### src/rtl/line_read_bridge.sv
// line_read_bridge: turns one prefetcher read request into a single AXI4 AR
// transaction (one word or an 8-beat INCR line). It gathers the R beats into
// a 256-bit line and returns it with a one-cycle ret_valid pulse.
//
// Handshakes: every channel is valid/ready. A transfer happens on a rising
// clk edge where both are high. Only the AR/R sides obey AXI hold rules.
// On the request side, rd_req && rd_rdy accepts the request in that cycle.
// ret_valid is a bare one-cycle pulse with no back-pressure.
module line_read_bridge #(
  parameter logic [3:0] AXI_ID = 4'd3
) (
  input  logic         clk,
  input  logic         resetn,
  input  logic         rd_req,
  input  logic         rd_type,
  input  logic [31:0]  rd_addr,
  output logic         rd_rdy,
  output logic         ret_valid,
  output logic [255:0] ret_data,
  output logic [3:0]   arid,
  output logic [31:0]  araddr,
  output logic [7:0]   arlen,
  output logic [2:0]   arsize,
  output logic [1:0]   arburst,
  output logic [1:0]   arlock,
  output logic [3:0]   arcache,
  output logic [2:0]   arprot,
  output logic         arvalid,
  input  logic         arready,
  input  logic [3:0]   rid,
  input  logic [31:0]  rdata,
  input  logic [1:0]   rresp,
  input  logic         rlast,
  input  logic         rvalid,
  output logic         rready
);

  localparam logic [1:0] S_IDLE = 2'd0;
  localparam logic [1:0] S_AR   = 2'd1;
  localparam logic [1:0] S_R    = 2'd2;
  localparam logic [1:0] S_RET  = 2'd3;

  logic [1:0]   state;
  logic [31:0]  araddr_q;
  logic [7:0]   arlen_q;
  logic [2:0]   cnt;
  logic         full;
  logic [255:0] data_q;
  logic         beat_ok;

  // The response status is not reported upstream. The low address bits are
  // always realigned away.
  logic unused_bits;
  assign unused_bits = ^{rresp, rd_addr[1:0]};

  // A beat counts only in the R state and only when it carries our id.
  // Beats with a foreign id are dropped, rlast included.
  assign beat_ok = (state == S_R) && rvalid && (rid == AXI_ID);

  // Request/AR/R/RET sequencing plus the line assembly register.
  always_ff @(posedge clk) begin
    if (!resetn) begin
      state    <= S_IDLE;
      araddr_q <= '0;
      arlen_q  <= '0;
      cnt      <= '0;
      full     <= 1'b0;
      data_q   <= '0;
    end else begin
      case (state)
        S_IDLE: begin
          if (rd_req) begin
            state    <= S_AR;
            araddr_q <= rd_type ? {rd_addr[31:4], 4'b0} : {rd_addr[31:2], 2'b0};
            arlen_q  <= rd_type ? 8'd7 : 8'd0;
            cnt      <= '0;
            full     <= 1'b0;
            data_q   <= '0;
          end
        end
        S_AR: begin
          if (arready) state <= S_R;
        end
        S_R: begin
          if (beat_ok) begin
            // After word 7 has been written, surplus beats are consumed
            // without touching the line.
            if (!full) begin
              data_q[{cnt, 5'b0} +: 32] <= rdata;
              if (cnt == 3'd7) full <= 1'b1;
              else             cnt  <= cnt + 3'd1;
            end
            if (rlast) state <= S_RET;
          end
        end
        default: state <= S_IDLE;
      endcase
    end
  end

  assign rd_rdy    = (state == S_IDLE);
  assign arvalid   = (state == S_AR);
  assign rready    = (state == S_R);
  assign ret_valid = (state == S_RET);
  assign ret_data  = data_q;

  assign arid    = AXI_ID;
  assign araddr  = araddr_q;
  assign arlen   = arlen_q;
  assign arsize  = 3'd2;
  assign arburst = 2'b01;
  assign arlock  = 2'b00;
  assign arcache = 4'b0000;
  assign arprot  = 3'b000;

endmodule

### config.mk
export PLATFORM = sky130hd
export DESIGN_NAME = line_read_bridge
export DESIGN_NICKNAME = d
export VERILOG_FILES = /design/src/rtl/line_read_bridge.sv
export SDC_FILE = /design/constraint.sdc
export NUM_CORES = 1
export LEC_CHECK = 0
export BUFFER_PORTS_ARGS = -buffer_cell sky130_fd_sc_hd__buf_4
export CORE_AREA = 2 2 152 154
export CTS_CLUSTER_SIZE = 40
export DETAILED_ROUTE_END_ITERATION = 10
export DIE_AREA = 0 0 154 156
export PLACE_DENSITY = 0.75
export SLEW_MARGIN = 20
export SYNTH_ARGS = -nofsm -noshare
export SYNTH_HDL_FRONTEND = slang
export SYNTH_SLANG_ARGS = --single-unit
### constraint.sdc
create_clock -name clk -period 7.8 [get_ports clk]
set_input_delay 1.17 -clock clk [delete_from_list [all_inputs] [get_ports clk]]
set_output_delay 1.17 -clock clk [all_outputs]
set_load 0.005 [all_outputs]
Word-level counts from Yosys, hierarchy flattened

Index checks and enable logic that the tools add are counted.

Add/sub/neg operators: 2
$mul: 0
Div/mod/pow operators: 0
Magnitude comparators: 0
Equality and inequality tests: 11
Shifts and indexed selects: 2
Muxes and demuxes: 22
Bitwise logic cells: 0
Reduce and logical (&&, ||, !) cells: 9

Operators by type and width:

| operator                                                | count |
|---|---|
| 2-to-1 mux 256 bit                                      | 3 |
| case mux 256 bit (2 select lines)                       | 1 |
| bitwise mux 256 bit                                     | 1 |
| variable shift 32 x 10 -> 256 bit, first input constant | 1 |
| variable part select 32 x 10 -> 256 bit                 | 1 |
| 2-to-1 mux 3 bit                                        | 5 |
| negation 8 -> 10 bit                                    | 1 |
| 2-to-1 mux 2 bit                                        | 4 |
| inequality test 2 bit, second input constant            | 4 |
| AND reduction 4 bit                                     | 2 |
| case mux 2 bit (3 select lines)                         | 1 |
| case mux 3 bit (2 select lines)                         | 1 |
| AND reduction 5 bit                                     | 1 |
| == test 2 bit, second input constant                    | 2 |
| == test 4 x 2 -> 1 bit, second input constant           | 1 |
| 2-to-1 mux 1 bit                                        | 4 |
| 2-to-1 mux 4 bit                                        | 1 |
| inequality test 2 x 1 -> 1 bit, second input constant   | 2 |
| adder 3 x 1 -> 3 bit, second input constant             | 1 |
| == test 3 bit, second input constant                    | 1 |
| AND reduction 3 bit                                     | 1 |
| == test 2 x 1 -> 1 bit, second input constant           | 1 |
| logical AND 1 bit                                       | 2 |
| logical NOT 2 bit                                       | 1 |
| other kinds (3)                                         | 3 |

Bits in registers: 302
Latch bits: 0
Bits in writable memories: 0
ROM bits: 0
Bits of input ports: 77
Output and inout bits: 318
Word-level logic and storage cells: 52
Memories: 0

Depth between registers and ports, before layout

Gate-level depths: netlist (run 1).

Word-level depth: 6
Mapped depth: 11
Gate-level depth less buffers: 7

Worst setup path after synthesis (run 1)

No wires, ideal clock.

Path kind: in2reg
Start point: input port resetn
End point: register data_q[34] (netlist: ret_data[34])
Setup time: 60 ps
Arrival: 2421 ps
Path slack: 5320 ps
Stages: 6
Buffers on the path: 2
Cell sequence: clkbuf_1 -> o31a_1 -> nand4_1 -> nor3_2 -> clkbuf_1 -> a22o_1

RTL lines:

| item                          | RTL line | text |
|---|---|---|
| start, declared               | 13       | `input logic resetn,` |
| end signal, assigned by index | 89       | `data_q[{cnt, 5'b0} +: 32] <= rdata;` |
| end, declared                 | 48       | `logic [255:0] data_q;` |

Worst setup path in the final report (run 1)

Start point: register cnt[0]
End point: register data_q[2] (netlist: ret_data[2])

Cells in the longest elaborated chain, start to end: 6
Elaborated cells on any way between the ends: 7
Classes of those cells: 1 x add/sub; 2 x shift; 4 x mux

Ends and longest elaborated chain:

| item                                                                                         | RTL line | text |
|---|---|---|
| start, declared                                                                              | 46       | `logic [2:0] cnt;` |
| start signal, assigned                                                                       | 91       | `else cnt <= cnt + 3'd1;` |
| negation 8 -> 10 bit *                                                                       | 89       |  |
| variable part select 32 x 10 -> 256 bit or variable shift 32 x 10 -> 256 bit (tied branches) | 89       |  |
| bitwise mux 256 bit *                                                                        | 89       |  |
| 2-to-1 mux 256 bit *                                                                         | 88       | `if (!full) begin` |
| 2-to-1 mux 256 bit *                                                                         | 85       | `if (beat_ok) begin` |
| case mux 256 bit (2 select lines) *                                                          | 70       | `case (state)` |

Mark *: on every way between the ends. The rest lies on a longest branch, timed or not. The select of a mux whose other input is x is not followed.
A chain may end at the register's enable or synchronous reset.

==> results of run 1 <==
[per-stage QoR]
step | power (W) | setup WS [ns]
after floorplan | 0.002042 | 5.320
after global placement | 0.002277 | 3.920
after detailed placement | 0.002285 | 3.919
after CTS | 0.003749 | 4.271
after global routing | 0.003880 | 4.043
final | 0.003716 | 4.279
[sequential cells by signal (all words and copies together), names as in the netlist]
| register | count |
|---|---|
| cnt | 3 |
| ret_data | 256 |
| arlen | 1 |
| full | 1 |
| araddr | 30 |
| state | 2 |
[power breakdown]
group          internal, W  switching, W  total, W
combinational     0.000197      0.000496  0.000694
sequential         0.00153     0.0000238   0.00155
clock             0.000883      0.000585   0.00147
total              0.00261       0.00111   0.00372
[layer usage]
layer  track usage  wire length, µm  vias to the layer above
met2        0.4252            15200                      343
met1        0.2965            12700                     4069
li1              -                -                     3875
met4       0.08500              899                        0
met5             0                0                        -
met3       0.05694             2260                       65
[critical path, cell delays in order (launching register included)]
cell and delay, ns:
dfxtp_1 0.56, inv_1 0.18, ha_1 0.26, ha_1 0.42
or4b_1 0.52, nor4_2 0.32, and4_1 0.61, buf_4 0.39
a22o_1 0.21
[worst paths after layout]
kind	startpoint	to	slack, ns	depth (start not counted)
hold reg to reg	araddr[27]	araddr[27]	0.45	2
setup / recovery	cnt[0]	ret_data[2]	4.28	8
setup reg to reg	cnt[0]	ret_data[2]	4.28	8
hold / removal	araddr[27]	araddr[27]	0.45	2
[area by class of cell]
class                      instances  area (µm²)  area share
sequential                       293        5866      0.4239
clock inverter                    14       198.9     0.01438
clock buffer                      41       832.0     0.06014
inverter                          10       37.54    0.002713
tap                              285       356.6     0.02577
multi-input combinational        519        3715      0.2685
timing repair buffer             377        2830      0.2046
[kinds of logic (layout without fill, tap and decap cells)]
group           count (synthesis)  in the layout  share of synthesized area
compound gates                275            275                     0.2220
mux                            35             35                    0.03432
buf+inv                       136            442                    0.07980
simple gates                  173            173                    0.07502
flops                         293            293                     0.5747
fa+ha+maj                      11             11                    0.01348
other cells                     2             25                  0.0007357
[synthesized netlist by cell type (all sizes together) (2+ instances only)]
master and n:
and2 2, nand2 139, clkbuf 33, mux2i 35, dfxtp 293, a21oi 31
nand3 2, a22o 224, nor4b 2, nand4 3, o21ai 9, buf 93
nor4 5, ha 11, nand3b 2, nand4b 2, o41ai 2, nor3 6
and3 2, inv 10, conb 2, nor2 3
==> out/qor.csv, run 1 <==
stage;metric;value;unit
timing;fin crit period;3.521;ns
setup_path;Required @ worst endpoint;8.27;ns
synthesis;top-area cell type share of the netlist area;0.5747;
die;die footprint;24020;µm²
setup_path;kind of critical path;reg -> reg;
clock_tree;Hold Buf Count CTS;0;
synthesis;ys async rst share;0;
finish;most frequent cells in the layout;buf_4 (377), dfxtp_1 (293), a22o_1 (224), nand2_1 (138), mux2i_1 (35);
power;PwrDens;268.6;nW/µm²
finish;Fillers;1848;
routing;Pre-Repair DR Iteration Count;5;
routing;final WL;31070;µm
timing;period utilisation layout;0.4515;
worst_hold_path;HP Class;reg -> reg;
routing;vias per cell;5.427;
clock_tree;Root Buffer;clkbuf_16;
setup_path;CP arrival;4.00;ns
finish;layout cells sized above 1;0.3533;
clock_tree;clk buf depth;3;
grt;antenna violations before repair;0;
timing;Rel. slew slack;0.2450;
placed_design;placed insts;1484;
timing;Peak Freq;284.0;MHz
clock_tree;Clock Sink Count;293;
grt;first-pass GRT wire length;46190;µm
synthesis;biggest area consumer among synthesized cells;dfxtp_1;
flow_run;Max-cap violations;0;
die;Die X;154;µm
timing;worst hold margin;0.4528;ns
timing;sum of negative setup slack;0;ns
finish;Finished Core Util;0.6186;
finish;fin area;13840;µm²
power;Peak VDD IR;162.0;µV
placed_design;Port Buffers;365;
clock_tree;CTS H-tree lvls;1;
synthesis;Primary FF master, synth;dfxtp_1;
synthesis;sequential share of the synthesized area;0.5747;
placed_design;Placed Area;12800;µm²
routing;vias;8352;
finish;synth-to-layout area growth;35.55;%
placed_design;DP Wirelength;21030;µm
timing;RSZ-0062 raised after global routing;false;
finish;fin nets;1319;
timing;Worst Tran Pin Value;1.126;ns
finish;Non-Filler Instances;1539;
routing;violation count after the first detailed-route iteration;390;
die;Starting Density;0.4564;
grt;total track usage;0.2439;
timing;final hold vios;0;
run_status;status;completed;
clock_tree;TritonCTS Buffers;30;
setup_path;CP Capture Type;flop;
clock_tree;Worst-Skew Late Latency;0.55;ns
setup_path;CP Max Fanout;22;
synthesis;Post-synth EDFFs;0;
timing;clk_skew;0.02009;ns
clock_tree;# Post-CTS Setup Buffers;0;
synthesis;Synth Area per Inst;11.03;µm²
grt;gr ovfl total;0;
placed_design;Placer Congestion;0.7842;
die;I/O pin cnt;395;
synthesis;Cell Area, Synth;10210;µm²
grt;vias in the first global route;8013;
clock_tree;CTS resizes;0;
finish;antenna diode count;0;
synthesis;synth unique cells;44;
clock_tree;clock-pin slew on the worst setup and hold paths;0.06;ns
grt;pin count of the biggest net entering global routing;44;
timing;Final setup viols;0;
routing;Final ANT Viol Nets;0;
timing;max-slew violation count;0;
routing;detailed-route DRC error count;0;
synthesis;YS warnings;0;
routing;WL/cell;20.19;µm
synthesis;FF+latch count, synth;293;
synthesis;top post-synthesis cells by area;dfxtp_1 (57%), a22o_1 (19%), nand2_1 (5.1%);
die;core area;22370;µm²
die;die height;156;µm
finish;most common cell after layout, fill and taps aside;buf_4;
power;leakage power;6.224;nW
setup_path;CP Launch Type;flop;
clock_tree;TritonCTS clock tree;done;
die;Row Count;55;
synthesis;Gate Count Post-Synth;925;
Power figures use the tool's default switching activity.
==> run 2: changes to the inputs <==
ABC_AREA = 1   (was not set)
CORE_AREA = not set   (was 2 2 152 154)
CORE_MARGIN = 1   (was not set)
CORE_UTILIZATION = 52   (was not set)
DIE_AREA = not set   (was 0 0 154 156)
PLACE_DENSITY = 0.8   (was 0.75)
clock period = 3.35 ns   (was 7.8 ns; I/O delays follow)
==> run 2 against run 1 <==
Net effect: die area increased by 13%; total power increased to 3.3 times the previous value; clock skew decreased by 0.0097 ns; core utilization increased by 5.2 points; synthesized cell count increased by 120%; final area increased by 26%; flip-flop and latch count unchanged; first-iteration DRC count increased to 5.0 times the previous value; register-to-register slack got worse by 3.8 ns; largest cell class is now multi-input combinational cells.
==> out/qor.csv, run 2 <==
stage;metric;value;unit;change
power;Peak VDD IR;698.6;µV;+330%
clock_tree;clk buf depth;3;;unchanged
timing;max-slew violation count;0;;unchanged
synthesis;biggest area consumer among synthesized cells;dfxtp_1;;
timing;clk_skew;0.01044;ns;-0.009655 ns
timing;fin crit period;2.913;ns;-0.6080 ns
setup_path;crit path from;cnt[0];;
placed_design;DP Wirelength;32710;µm;+56%
finish;Largest register FFs;256;;unchanged
power;PwrDens;713.0;nW/µm²;+170%
finish;most common cell after layout, fill and taps aside;nand2_1;;
finish;synth-to-layout area growth;26.84;%;
synthesis;top post-synthesis cells by area;dfxtp_1 (43%), nand2_1 (15%), a21oi_1 (8.4%);;
timing;RSZ-0062 raised after global routing;false;;
routing;final WL;48140;µm;+55%
synthesis;Post-Synth Simple-Gate Area;0.3504;;+0.2754
synthesis;Post-synth EDFFs;0;;unchanged
routing;violation count after the first detailed-route iteration;1946;;+400%
worst_hold_path;HP Class;in -> reg;;
synthesis;Adder-Cell Fraction of Synth Area;0.01002;;-0.003462
synthesis;most frequent cell after synthesis;nand2_1;;
power;leakage power;7.370;nW;+18%
synthesis;post-synthesis mux area share;0;;-0.03432
grt;total track usage;0.3422;;+0.09832
grt;first-pass GRT wire length;72310;µm;+57%
die;Starting Density;0.5285;;+0.07211
clock_tree;clock-pin slew on the worst setup and hold paths;0.06;ns;about the same
synthesis;synth cell count leaders;nand2_1 (545), dfxtp_1 (293), a21oi_1 (230), nor2_1 (197), nor3_1 (148);;
clock_tree;Worst-Skew Late Latency;0.55;ns;about the same
setup_path;CP Capture Type;flop;;
placed_design;Place WS;0.5381;ns;-3.381 ns
run_status;status;completed;;
synthesis;Synth Area in Compound Gates;0.1108;;-0.1112
synthesis;synth unique cells;26;;-41%
die;die height;164.5;µm;+5.5%
synthesis;ys async rst share;0;;unchanged
setup_path;CP Launch Type;flop;;
routing;vias;15030;;+80%
flow_run;Max-cap violations;0;;unchanged
timing;Rel. slew slack;0.4105;;+0.1656
clock_tree;Clock Sink Count;293;;unchanged
setup_path;CP arrival;3.40;ns;-0.60 ns
timing;final hold vios;0;;unchanged
finish;fin nets;2385;;+81%
routing;Pre-Repair DR Iteration Count;6;;+1
synthesis;Primary FF master, synth;dfxtp_1;;
clock_tree;CTS H-tree lvls;1;;unchanged
synthesis;Synth Area per Inst;6.732;µm²;-39%
die;die footprint;27060;µm²;+13%
grt;gr ovfl total;0;;unchanged
die;Die X;164.5;µm;+6.8%
setup_path;kind of critical path;reg -> reg;;
synthesis;Cell Area, Synth;13730;µm²;+35%
timing;worst setup margin;0.4366;ns;-3.842 ns
synthesis;Gate Count Post-Synth;2040;;+120%
clock_tree;TritonCTS Buffers;31;;+3.3%
synthesis;largest family of logic cells by synthesized area;simple AND/OR/NAND/NOR gates;;
grt;antenna violations before repair;0;;unchanged
routing;WL/cell;18.17;µm;-10%
finish;Fillers;2344;;+27%
placed_design;Port Buffers;365;;unchanged
synthesis;FF+latch count, synth;293;;unchanged
clock_tree;Hold Buf Count CTS;0;;unchanged
timing;sum of negative setup slack;0;ns;unchanged
clock_tree;Root Buffer;clkbuf_16;;
setup_path;Required @ worst endpoint;3.84;ns;-4.43 ns
clock_tree;TritonCTS clock tree;done;;
placed_design;placed insts;2599;;+75%
timing;Peak Freq;343.2;MHz;+21%
routing;detailed-route DRC error count;0;;unchanged
synthesis;YS warnings;0;;unchanged
placed_design;Placed Area;16470;µm²;+29%
clock_tree;CTS resizes;0;;unchanged
placed_design;Placer Congestion;0.9050;;+15%
finish;most frequent cells in the layout;nand2_1 (545), buf_4 (404), dfxtp_1 (293), a21oi_1 (229), nor2_1 (196);;
die;Row Count;59;;+7.3%
routing;Final ANT Viol Nets;0;;unchanged
setup_path;worst reg2reg startpoint;cnt[0];;
synthesis;sequential share of the synthesized area;0.4271;;-0.1475
clock_tree;# Post-CTS Setup Buffers;0;;unchanged
synthesis;XOR/XNOR Fraction of Synth Area;0;;unchanged
finish;layout cells sized above 1;0.2039;;-0.1494
synthesis;top-area cell type share of the netlist area;0.4271;;-0.1475
worst_hold_path;hold_sp;rd_addr[22];;
die;core area;25980;µm²;+16%
timing;period utilisation layout;0.8697;;+0.4182
die;I/O pin cnt;395;;unchanged
finish;fin area;17420;µm²;+26%
finish;Non-Filler Instances;2650;;+72%
timing;Final setup viols;0;;unchanged
routing;vias per cell;5.670;;+4.5%
grt;pin count of the biggest net entering global routing;96;;+120%
timing;Worst Tran Pin Value;0.8821;ns;-0.2443 ns
grt;vias in the first global route;13300;;+66%
finish;antenna diode count;0;;unchanged
setup_path;CP Max Fanout;32;;+45%
-- run 2: cell count changes in the layout (fill, tap and decap cells not counted), moves of 132 or more --
cell     previous run  this run
a21oi_1            31       229
a22o_1            224         0
nand2_1           138       545
nand3_1             2       134
nor2_1              3       196
nor3_1              2       148
-- run 2: path summary, 6_finish.rpt --
| check | depth (start not counted) | endpoint | slack (ns) |
|---|---|---|---|
| worst max-delay path | 10 | ret_data[138] | 0.44 |
| worst min-delay path | 3 | araddr[22] | 0.20 |
| worst max register to register | 10 | ret_data[138] | 0.44 |
| worst min register to register | 2 | ret_data[16] | 0.46 |
-- run 2: layout make-up --
type / count / area (µm²) / share of cell area
multi-input combinational: 1444 / 6584 / 0.3780
sequential: 293 / 5866 / 0.3367
timing repair buffer: 410 / 3153 / 0.1810
clock buffer: 47 / 925.9 / 0.05315
inverter: 117 / 445.4 / 0.02557
tap: 335 / 419.2 / 0.02406
clock inverter: 4 / 26.28 / 0.001508
-- run 2: report_power, final --
group	internal, W	leakage (nW)	switching [W]
Sequential	0.00374	2.37	0.000153
Clock	0.00188	0.467	0.00137
Combinational	0.00133	4.53	0.00396
-- run 2: metal layers --
layer | vias up | global-route usage | wire length [µm]
li1 | 7114 | - | -
met5 | - | 0 | 0
met1 | 6853 | 0.4329 | 18080
met3 | 145 | 0.08363 | 5603
met2 | 913 | 0.5520 | 22200
met4 | 0 | 0.1518 | 2267
-- run 2: cell families (layout without fill, tap and decap cells) --
| family | count (synthesis) | after routing |
|---|---|---|
| and+or+nand+nor | 1119 | 1119 |
| buffers and inverters | 326 | 578 |
| DFF | 293 | 293 |
| AOI/OAI and AO/OA | 289 | 289 |
| adders and majority gates | 11 | 11 |
| other | 2 | 25 |
-- run 2: stage by stage --
step	utilization	power, W	hold WS, ns
after floorplan	-	0.007448	0.4566
after global placement	0.6337	0.009017	0.4499
after detailed placement	0.6337	0.009112	0.4527
after CTS	0.6704	0.01232	0.1928
after global routing	0.6704	0.01300	0.2037
final	0.6704	0.01242	0.2028
-- run 2: critical path, cell delays in order (launching register included) --
cell and delay, ns:
dfxtp_1 0.34, clkinv_1 0.10, ha_1 0.34, buf_4 0.22
inv_2 0.51, nand2_1 0.71, nor2_1 0.33, nand2_1 0.09
nand2_1 0.07, nand2_1 0.04, nor2_1 0.09
==> run 3: changes to the inputs <==
CORE_UTILIZATION = 57   (was 52)
PLACE_DENSITY = 0.87   (was 0.8)
clock period = 3.73 ns   (was 3.35 ns; I/O delays follow)
==> run 3 against run 2 <==
Net effect: total power down 9.5%; via count up 0.45%; largest power group unchanged; critical path depth decreased by 1; global-route usage grew 1.9 points; first-iteration DRC count decreased by 19%; register-to-register slack better by 0.22 ns; combinational power is 12% lower.
==> out/qor.csv, run 3 (same netlist as run 2, synthesis figures left out) <==
stage;metric;value;unit;change
run_status;status;completed;;
routing;vias;15090;;+0.45%
finish;layout cells sized above 1;0.2032;;-0.0006814
die;die height;157.2;µm;-4.4%
timing;Peak Freq;325.7;MHz;-5.1%
die;I/O pin cnt;395;;unchanged
timing;fin crit period;3.070;ns;+0.1567 ns
setup_path;Required @ worst endpoint;4.20;ns;+0.36 ns
setup_path;crit path buf inv count;2;;-1
routing;vias per cell;5.745;;+1.3%
placed_design;Port Buffers;365;;unchanged
timing;sum of negative setup slack;0;ns;unchanged
setup_path;WP depth;9;;-1
clock_tree;# Post-CTS Setup Buffers;0;;unchanged
grt;total track usage;0.3610;;+0.01874
clock_tree;TritonCTS Buffers;30;;-3.2%
setup_path;Largest delay share family, worst path;simple AND/OR/NAND/NOR gates;;
clock_tree;TritonCTS clock tree;done;;
die;die footprint;24720;µm²;-8.7%
finish;most frequent cells in the layout;nand2_1 (545), buf_4 (395), dfxtp_1 (293), a21oi_1 (229), nor2_1 (196);;
clock_tree;CTS H-tree lvls;1;;unchanged
clock_tree;CTS resizes;0;;unchanged
grt;gr ovfl total;0;;unchanged
setup_path;crit path from;cnt[1];;
routing;detailed-route DRC error count;0;;unchanged
clock_tree;Worst-Skew Late Latency;0.56;ns;about the same
routing;WL/cell;17.67;µm;-2.7%
routing;violation count after the first detailed-route iteration;1578;;-19%
grt;antenna violations before repair;0;;unchanged
routing;final WL;46420;µm;-3.6%
timing;Worst Tran Pin Value;1.031;ns;+0.1490 ns
worst_hold_path;Min-Delay Path Depth;3;;unchanged
die;Die X;157.2;µm;-4.4%
grt;first-pass GRT wire length;70150;µm;-3.0%
timing;worst setup margin;0.6599;ns;+0.2233 ns
flow_run;Max-cap violations;0;;unchanged
timing;Final setup viols;0;;unchanged
routing;Pre-Repair DR Iteration Count;6;;unchanged
finish;Largest register FFs;256;;unchanged
setup_path;kind of critical path;reg -> reg;;
placed_design;Placed Area;16340;µm²;-0.77%
finish;fin area;17370;µm²;-0.28%
power;leakage power;7.351;nW;-0.26%
timing;final hold vios;0;;unchanged
finish;most common cell after layout, fill and taps aside;nand2_1;;
finish;synth-to-layout area growth;26.48;%;
setup_path;FF-to-FF path depth;9;;-1
worst_hold_path;hold_sp;rd_addr[27];;
grt;vias in the first global route;13310;;+0.060%
timing;max-slew violation count;0;;unchanged
die;core area;23540;µm²;-9.4%
worst_hold_path;HP Class;in -> reg;;
timing;Rel. slew slack;0.3119;;-0.09867
power;Peak VDD IR;521.0;µV;-25%
clock_tree;Hold Buf Count CTS;0;;unchanged
placed_design;Place WS;0.7703;ns;+0.2322 ns
routing;Final ANT Viol Nets;0;;unchanged
die;Row Count;56;;-5.1%
clock_tree;clock-pin slew on the worst setup and hold paths;0.06;ns;about the same
setup_path;Max stage delay cell, worst path;nand2_1;;
clock_tree;Clock Sink Count;293;;unchanged
setup_path;CP arrival;3.54;ns;+0.14 ns
die;Starting Density;0.5833;;+0.05483
finish;fin nets;2373;;-0.50%
placed_design;Placer Congestion;0.9049;;about the same
timing;clk_skew;0.01465;ns;+0.004217 ns
setup_path;CP Capture Type;flop;;
setup_path;CP Launch Type;flop;;
setup_path;critical path's most frequent cell;nand2_1;;
clock_tree;Root Buffer;clkbuf_16;;
timing;period utilisation layout;0.8231;;-0.04660
grt;pin count of the biggest net entering global routing;98;;+2.1%
placed_design;DP Wirelength;30550;µm;-6.6%
setup_path;worst reg2reg startpoint;cnt[1];;
setup_path;max incr delay on CP;0.72;ns;about the same
finish;antenna diode count;0;;unchanged
clock_tree;clk buf depth;3;;unchanged
power;PwrDens;647.0;nW/µm²;-9.3%
timing;RSZ-0062 raised after global routing;false;;
setup_path;CP Cell Sequence;inv_1, ha_1, inv_2, nand2_1, nor2_1, nand2_1, nand2_1, nand2_1, nor2_1;;
setup_path;CP Max Fanout;34;;+6.3%
## run 3: cell count changes in the layout (fill, tap and decap cells not counted), sizes merged
cell and change:
clkinvlp +2, clkinv +6, bufinv +3, clkbuf -7
buf -11
## run 3: cell type report
type / count / area [µm²]
clock inverter: 15 / 161.4
clock buffer: 40 / 869.6
fill: 1850 / 6172
multi-input combinational: 1444 / 6584
sequential: 293 / 5866
timing repair buffer: 399 / 3045
tap: 319 / 399.1
inverter: 117 / 445.4
## run 3: metal layers
| layer | routed length, µm | up-vias | GRT usage |
|---|---|---|---|
| met5 | 0 | - | 0 |
| met4 | 2519 | 0 | 0.1937 |
| met3 | 5429 | 159 | 0.06580 |
| met2 | 21040 | 1000 | 0.5718 |
| met1 | 17440 | 6832 | 0.4666 |
| li1 | - | 7101 | - |
## run 3: tightest hold or removal path, stage by stage
cell     delay (ns)
buf_4          0.07
o21ai_0        0.07
nor2_1         0.07
## run 3: path summary, 6_finish.rpt
check	end	slack [ns]
max	ret_data[131]	0.66
min	araddr[27]	0.25
max reg2reg	ret_data[131]	0.66
min reg2reg	ret_data[2]	0.46
## run 3: metrics by stage
step	instances	utilization	total power, W	hold WS [ns]
final	2627	0.7378	0.01124	0.2494
after global routing	2627	0.7378	0.01174	0.2519
after CTS	2627	0.7378	0.01113	0.2413
after detailed placement	2572	0.6940	0.008042	0.4543
after global placement	2572	0.6940	0.007947	0.4502
after floorplan	2063	-	0.006689	0.4566
## run 3: power breakdown
group          switching, W  total, W  internal, W
sequential         0.000134   0.00349      0.00336
combinational       0.00351   0.00465      0.00114
clock               0.00126   0.00310      0.00184
